$ cat config.mk
export PLATFORM = sky130hd
export DESIGN_NAME = des_decrypt_key_sched
export DESIGN_NICKNAME = d
export VERILOG_FILES = /design/src/rtl/des_decrypt_key_sched.sv
export SDC_FILE = /design/constraint.sdc
export NUM_CORES = 1
export LEC_CHECK = 0
export CORE_MARGIN = 2
export CORE_UTILIZATION = 45
export CTS_CLUSTER_SIZE = 8
export DETAILED_ROUTE_END_ITERATION = 12
export PLACE_DENSITY = 0.78
export SLEW_MARGIN = 40
export SYNTH_ARGS = -nofsm -noshare
export SYNTH_HDL_FRONTEND = slang
export SYNTH_SLANG_ARGS = --single-unit
$ cat constraint.sdc
create_clock -name clk -period 2.2 [get_ports clk]
set_clock_uncertainty 0.05 [all_clocks]
set_input_delay 0.55 -clock clk [delete_from_list [all_inputs] [get_ports clk]]
set_output_delay 0.55 -clock clk [all_outputs]
set_load 0.02 [all_outputs]
$ cat src/rtl/des_decrypt_key_sched.sv
// DES decryption-order key schedule.
// Streams K16 down to K1 over a valid/ready interface. Each subkey comes from
// right rotations of the C/D halves, so no subkey store is needed.
module des_decrypt_key_sched (
    input  logic        clk,
    input  logic        rst_n,
    input  logic        start,
    input  logic [63:0] key,
    output logic        busy,
    output logic        subkey_valid,
    input  logic        subkey_ready,
    output logic [47:0] subkey,
    output logic [3:0]  subkey_idx,
    output logic        subkey_last
);

    typedef enum logic {
        IDLE = 1'b0,
        RUN  = 1'b1
    } state_t;

    // PC-1: 1-based DES key bit numbers, bit 1 = key[63]
    localparam int PC1_TAB [56] = '{
        57, 49, 41, 33, 25, 17,  9,  1, 58, 50, 42, 34, 26, 18,
        10,  2, 59, 51, 43, 35, 27, 19, 11,  3, 60, 52, 44, 36,
        63, 55, 47, 39, 31, 23, 15,  7, 62, 54, 46, 38, 30, 22,
        14,  6, 61, 53, 45, 37, 29, 21, 13,  5, 28, 20, 12,  4
    };

    // PC-2: 1-based positions in the 56-bit {C, D}, position 1 = MSB of C
    localparam int PC2_TAB [48] = '{
        14, 17, 11, 24,  1,  5,  3, 28, 15,  6, 21, 10,
        23, 19, 12,  4, 26,  8, 16,  7, 27, 20, 13,  2,
        41, 52, 31, 37, 47, 55, 30, 40, 51, 45, 33, 48,
        44, 49, 39, 56, 34, 53, 46, 42, 50, 36, 29, 32
    };

    state_t      state_reg;
    logic [27:0] c_reg;
    logic [27:0] d_reg;
    logic [3:0]  cnt_reg;

    logic [55:0] pc1_key;
    logic [55:0] cd_cur;
    logic [47:0] pc2_out;
    logic        single_step;
    logic [27:0] c_next;
    logic [27:0] d_next;
    logic        unused_parity;

    // Parity bits (DES bits 8, 16, ..., 64) take no part in the schedule
    assign unused_parity = ^{key[56], key[48], key[40], key[32],
                             key[24], key[16], key[8],  key[0]};

    genvar gi;

    generate
        for (gi = 0; gi < 56; gi++) begin : g_pc1
            assign pc1_key[55-gi] = key[64-PC1_TAB[gi]];
        end
    endgenerate

    assign cd_cur = {c_reg, d_reg};

    generate
        for (gi = 0; gi < 48; gi++) begin : g_pc2
            assign pc2_out[47-gi] = cd_cur[56-PC2_TAB[gi]];
        end
    endgenerate

    // Reversed encrypt shift schedule: outputs 1, 8 and 15 step by one, the rest by two
    assign single_step = (cnt_reg == 4'd0) || (cnt_reg == 4'd7) || (cnt_reg == 4'd14);
    assign c_next = single_step ? {c_reg[0], c_reg[27:1]} : {c_reg[1:0], c_reg[27:2]};
    assign d_next = single_step ? {d_reg[0], d_reg[27:1]} : {d_reg[1:0], d_reg[27:2]};

    // Schedule FSM: load PC-1 on start, rotate right on each accepted subkey
    always_ff @(posedge clk) begin
        if (!rst_n) begin
            state_reg <= IDLE;
            c_reg     <= '0;
            d_reg     <= '0;
            cnt_reg   <= '0;
        end else begin
            case (state_reg)
                IDLE: begin
                    if (start) begin
                        c_reg     <= pc1_key[55:28];
                        d_reg     <= pc1_key[27:0];
                        cnt_reg   <= '0;
                        state_reg <= RUN;
                    end
                end
                RUN: begin
                    if (subkey_ready) begin
                        if (cnt_reg == 4'd15) begin
                            state_reg <= IDLE;
                        end else begin
                            cnt_reg <= cnt_reg + 4'd1;
                            c_reg   <= c_next;
                            d_reg   <= d_next;
                        end
                    end
                end
                default: state_reg <= IDLE;
            endcase
        end
    end

    // Outputs decode the registered state; data is zeroed when not valid
    always_comb begin
        busy         = (state_reg == RUN);
        subkey_valid = (state_reg == RUN);
        subkey       = subkey_valid ? pc2_out : 48'h0;
        subkey_idx   = subkey_valid ? (4'd15 - cnt_reg) : 4'd0;
        subkey_last  = subkey_valid && (cnt_reg == 4'd15);
    end

endmodule

==> results of run 1 <==
-- cells in the final DEF, fill, tap and decap left out, types with 3 or more instances in the layout --
cell and count:
buf_12 9, nor2_1 5, dlygate4sd2_1 53, inv_1 4, mux2i_1 57, and4_1 21
o21ai_1 57, clkdlybuf4s50_1 60, clkbuf_8 9, nand2_1 6, a21boi_1 3, a31oi_1 21
dfxtp_1 59, a32oi_1 35, and2_1 49, buf_4 7
-- power groups by stage --
stage               combinational [mW]  clock [mW]  sequential, mW
finish                           0.587       0.958            1.25
global route                     0.636        1.03            1.26
CTS                              0.590       0.981            1.25
detailed placement               0.611           0            1.28
global placement                 0.602           0            1.27
floorplan                        0.358           0            1.25
-- cells by family (layout without fill, tap and decap cells) --
group	after synthesis	in the layout
buffers and inverters	47	150
flip-flops	61	61
adder cells (fa/ha/maj)	3	3
AND/OR/NAND/NOR	89	89
AO/OA/AOI/OAI	120	120
multiplexers	58	58
-- routing by layer --
metal	part of all wire, %	vias to the layer above
met5	0	-
met4	1.8	0
met3	5.0	13
met2	48	98
met1	45	1563
li1	-	1628
-- worst paths after layout --
| check | start | endpoint | slack [ns] | cells after the start |
|---|---|---|---|---|
| setup reg to reg | cnt_reg[0]$_SDFFE_PN0P_ | c_reg[8]$_SDFFE_PN0P_ | 0.34 | 7 |
| hold reg to reg | cnt_reg[1]$_SDFFE_PN0P_ | cnt_reg[1]$_SDFFE_PN0P_ | 0.45 | 2 |
| setup / recovery | cnt_reg[0]$_SDFFE_PN0P_ | subkey_last | 0.09 | 4 |
| hold / removal | cnt_reg[1]$_SDFFE_PN0P_ | cnt_reg[1]$_SDFFE_PN0P_ | 0.45 | 2 |
-- stage by stage --
step,std cells,instance area [um2]
after global placement,567,4740
after global routing,583,4870
after detailed placement,567,4740
after floorplan,378,3480
final,583,4870
after CTS,583,4870
-- worst max-delay path: stages (launching register included) --
cell           delay, ns
dfxtp_1             0.40
ha_2                0.24
nand3_2             0.10
nor2_1              0.10
dlygate4sd2_1       0.33
-- final cells by class --
| cell class | count | area [um2] |
|---|---|---|
| Tap cell | 102 | 128 |
| Fill cell | 687 | 2740 |
| Clock inverter | 6 | 63.8 |
| Inverter | 4 | 15.0 |
| Timing Repair Buffer | 130 | 1300 |
| Clock buffer | 10 | 128 |
| Multi-Input combinational cell | 270 | 2010 |
| Sequential cell | 61 | 1220 |
-- what timing repair did --
| action | 4_1_cts | 5_1_grt |
|---|---|---|
| hold buffers | 0 | 0 |
| buffers inserted | 0 | 0 |
| setup endpoints to repair | 53 | 1 |
| resized for setup | 53 | 2 |
==> impl_results.md, run 1 <==
* Status: finished clean
* Max Clk Rate at approximately 470 MHz
* WP data arrival at 1.51 ns
* Remaining antenna violation count after routing at 0
* Syn_area_per_cell at 9.21 um2
* Synth Area in Adders at under 10%
* CTS root buf: clkbuf_8
* Hold WS at 0.452 ns
* Crit path time final at roughly 2.1 ns
* Worst-Skew Late Latency at 0.33 ns
* GR Util All Layers at between 20 and 25%
* Cells after synthesis at roughly 380
* Multiplexer share of the synthesized area at 16.7%
* Largest family of logic cells by synthesized area: compound AO/OA/AOI/OAI gates
* Clock network power share at around 34%
* Grt total ovfl at 0
* CTS clk-pin slew, worst paths at approximately 0.070 ns
* DRC violation count after routing at 0
* Via count at roughly 3300
* Yosys top cell by area: dfxtp_1
* Seq/Total Area, Yosys at 35.1%
* Least-Margin Pin Slew at 0.298 ns
* Grt met3 use at under 10%
* DIE AREA at approximately 0.0085 mm2
* Area share of the largest cell type after synthesis at 35.1%
* First-pass GRT wire length at roughly 15000 um
* Top area cells in the synthesized netlist: dfxtp_1, mux2i_1, a32oi_1
* Vias in the first global route at between 3000 and 4000
* Most Used Layer, Global Route: met2
* Power, Total at 2.80 mW
* Compound-gate portion of the synthesized area at 22.8%
* RSZ-0062 raised after global routing: no
* Maximum VDD drop at about 0.27 mV
* CP required at about 1.6 ns
* Routability cong. at between 0.8 and 0.9
* Leak pwr at about 1.9 nW
* Critical Path End Type: output port
* CTS tree: yes
* Core Area at around 0.0076 mm2
* Final hold violations at 0
* Most frequent cells after synthesis: dfxtp_1, mux2i_1, o21ai_1
* Setup total negative slack at 0 ns
* Largest net degree at the start of global routing at 48
* Initial Utilization at between 40% and 50%
* Synth unique cells at 28
* DRT Wirelength at between 9000 and 10000 um
* Layout cell share with drive strength beyond 1 at 8.52%
* DP HPWL at approximately 6300 um
* Boundary Pins at ~120
* Cell internal pwr at 2.00 mW
* #FFs+latches synth at 61
* Sink Count at approximately 60
* Vias per cell at approximately 5.7
* Met2 Use GR at 35.2%
* Reg power frac at between 40 and 50%
* P_sw at between 0.8 and 0.9 mW
* Yosys warnings at 0
* Startpoint types: flop
* H-tree lvl count at 3
* Fin crit share at between 90% and 100%
* Setup CP Type: reg -> out
* Count leader, synth: dfxtp_1
* Nets at 547
* Setup-failing EPs final at 0
* Post-Syn Area at ~0.0035 mm2
* # Max-Cap Violations at 0
* Slew Limit Fails at 0
* Syn-to-layout area delta at 39.9%
* Post-layout util at around 64%
* Number of flops mapped to enable cells by yosys at 0
* Post-synth net total at around 450
* Worst min path class: reg -> reg
* Sw Share at about 29%
* Post-Synth XOR/XNOR Area at 0%
* Diodes inserted at 0
* Max Fanout on Critical Path at 5
* CTS max path bufs at 2
* Post-Synth Simple-Gate Area at between 15 and 20%
* Die W at slightly above 90 um
* IO buf count at 114
* Initial antenna violation count at 0
* Slew HR at approximately four fifths
* Initial DRC count at approximately 180
* Die H at roughly 90 um
* CTS Buf Count at 9
* DR pass1 iterations at 4
* Place WS at between 0.05 and 0.06 ns
* Comb power frac at roughly a fifth
* Met1 Usage GRT at approximately 29%
* Ys flop type: dfxtp_1
* DR WL/cell at around 16 um
* Rows at 32
* Final WS setup at 0.0936 ns
* PwrDens at 575 mW/mm2
* Fraction of registers with async set or reset after synthesis at 0%
Note: power is estimated with default switching activity, not from simulation.
==> inputs of run 2 (changes only) <==
- CAP_MARGIN: unset -> 20
==> results of run 2 <==
No change in the layout: final DEF, timing and power equal those of run 1.
==> inputs of run 3 (changes only) <==
- GPL_TIMING_DRIVEN: unset -> 0
- RECOVER_POWER: unset -> 25
==> impl_results.md, run 3 (same netlist as run 1, synthesis figures left out) <==
* Startpoint types: flop
* Diodes inserted at 0 (unchanged)
* DIE AREA at 0.00845 mm2 (unchanged)
* Vias per cell at 5.75 (+1.5%)
* Routability cong. at 0.860 (+4.5%)
* First-pass GRT wire length at 16500 um (+8.6%)
* Die W at 92.0 um (unchanged)
* Core Area at 0.00761 mm2 (unchanged)
* Setup total negative slack at 0 ns (unchanged)
* Grt total ovfl at 0 (unchanged)
* Crit-path cells: buf_6 -> clkbuf_8 -> and2_1 -> dlygate4sd2_1
* DR pass1 iterations at 4 (unchanged)
* FF-to-FF path depth at 6 (-1)
* CTS tree: yes
* Via count at 3502 (+6.1%)
* Initial DRC count at 236 (+30%)
* Maximum VDD drop at 0.388 mV (+42%)
* Status: finished clean
* Slew Limit Fails at 0 (unchanged)
* CP required at 1.60 ns (about the same)
* Max Clk Rate at 470 MHz (-0.99%)
* Leak pwr at 1.72 nW (-8.2%)
* Initial Utilization at 45.8% (unchanged)
* Boundary Pins at 123 (unchanged)
* Remaining antenna violation count after routing at 0 (unchanged)
* Sink Count at 61 (unchanged)
* Commonest non-fill, non-tap cells in the layout: dfxtp_1, clkdlybuf4s50_1, mux2i_1
* CP max stage delay at 0.36 ns (-0.04 ns)
* CTS root buf: clkbuf_8
* Layout cell share with drive strength beyond 1 at 16.0% (+7.5 points)
* GR Util All Layers at 24.4% (+2.7 points)
* Non-filler instance count after layout at 609 (+4.5%)
* RSZ-0062 raised after global routing: no
* Max Fanout on Critical Path at 10 (+5)
* Hold WS at 0.442 ns (-0.00964 ns)
* IO buf count at 114 (unchanged)
* DP HPWL at 7350 um (+16%)
* Initial antenna violation count at 0 (unchanged)
* Fin crit share at 96.7% (+0.96 points)
* CTS max path bufs at 2 (unchanged)
* CTS clk-pin slew, worst paths at 0.06 ns (about the same)
* Die H at 92.0 um (unchanged)
* DRC violation count after routing at 0 (unchanged)
* Least-Margin Pin Slew at 0.470 ns (+0.172 ns)
* Slew HR at 68.7% (-11 points)
* Hold buffers post-CTS at 0 (unchanged)
* DR WL/cell at 17.1 um (+7.7%)
* Rows at 32 (unchanged)
* Worst min path class: reg -> reg
* Worst-Skew Late Latency at 0.34 ns (about the same)
* WP data arrival at 1.53 ns (+0.02 ns)
* Slowest stage cell, crit path: dfxtp_2
* Final hold violations at 0 (unchanged)
* CTS Buf Count at 9 (unchanged)
* PwrDens at 549 mW/mm2 (-4.5%)
* Fillcell total at 643 (-6.4%)
* # Max-Cap Violations at 0 (unchanged)
* Syn-to-layout area delta at 42.4%
* Nets at 574 (+4.9%)
* DRT Wirelength at 10400 um (+12%)
* # placed instances at 594 (+4.8%)
* Setup CP Type: reg -> out
* Critical Path End Type: output port
* Setup-failing EPs final at 0 (unchanged)
* Crit path time final at 2.13 ns (+0.0211 ns)
* Largest net degree at the start of global routing at 13 (-73%)
* Hold path cells at 2 (unchanged)
* H-tree lvl count at 3 (unchanged)
* Vias in the first global route at 3350 (+6.5%)
-- run 3: worst paths after layout --
| path | from | end | slack [ns] |
|---|---|---|---|
| worst min-delay path | cnt_reg[1]$_SDFFE_PN0P_ | cnt_reg[1]$_SDFFE_PN0P_ | 0.44 |
| worst max register to register | cnt_reg[1]$_SDFFE_PN0P_ | c_reg[9]$_SDFFE_PN0P_ | 0.28 |
| worst max-delay path | busy$_SDFF_PN0_ | subkey[26] | 0.07 |
| worst min register to register | cnt_reg[1]$_SDFFE_PN0P_ | cnt_reg[1]$_SDFFE_PN0P_ | 0.44 |
-- run 3: per-stage QoR --
step	cell area (um2)	util (%)	worst slack [ns]	total power, mW
floorplan	3480	-	0.285	1.61
detailed placement	4750	62.4	-0.302	1.89
global placement	4750	62.4	-0.364	1.88
CTS	4980	65.5	0.0185	2.72
global route	4960	65.2	0.0130	2.83
finish	4960	65.2	0.0726	2.72
-- run 3: critical path, delay by kind of cell, from the launching register on --
| kind | cells | cell delay, ns |
|---|---|---|
| flip-flops | 1 | 0.36 |
| buffers and inverters | 3 | 0.68 |
| AND/OR/NAND/NOR | 1 | 0.14 |
-- run 3: routing by layer --
layer | vias to the layer above | global-route usage, % | wire (um)
met4 | 0 | 7.59 | 155
met5 | - | 0 | 0
met2 | 135 | 39.5 | 5020
met1 | 1671 | 32.2 | 4590
li1 | 1679 | - | -
met3 | 17 | 5.75 | 667
-- run 3: power breakdown --
part	switching, mW	total [mW]	internal (mW)
registers	0.0746	1.26	1.18
clock network	0.419	0.850	0.431
logic	0.313	0.616	0.303
total	0.807	2.72	1.91
-- run 3: what timing repair did --
| item | CTS | global route |
|---|---|---|
| setup buffers | 1 | 0 |
| pin swaps | 0 | 0 |
| cloned | 0 | 0 |
| setup endpoints to repair | 53 | 71 |
| resized for setup | 144 | 20 |
-- run 3: final cells by class --
| cell class | count | area, um2 | share of cell area [%] |
|---|---|---|---|
| multi-input cells | 270 | 2010 | 40.5 |
| clock buffers | 13 | 149 | 3.00 |
| plain buffers | 42 | 279 | 5.63 |
| well taps | 102 | 128 | 2.57 |
| repair buffers | 115 | 1140 | 23.0 |
| clock inverters | 2 | 10.0 | 0.202 |
| flip-flops and latches | 61 | 1220 | 24.7 |
| inverters | 4 | 18.8 | 0.379 |
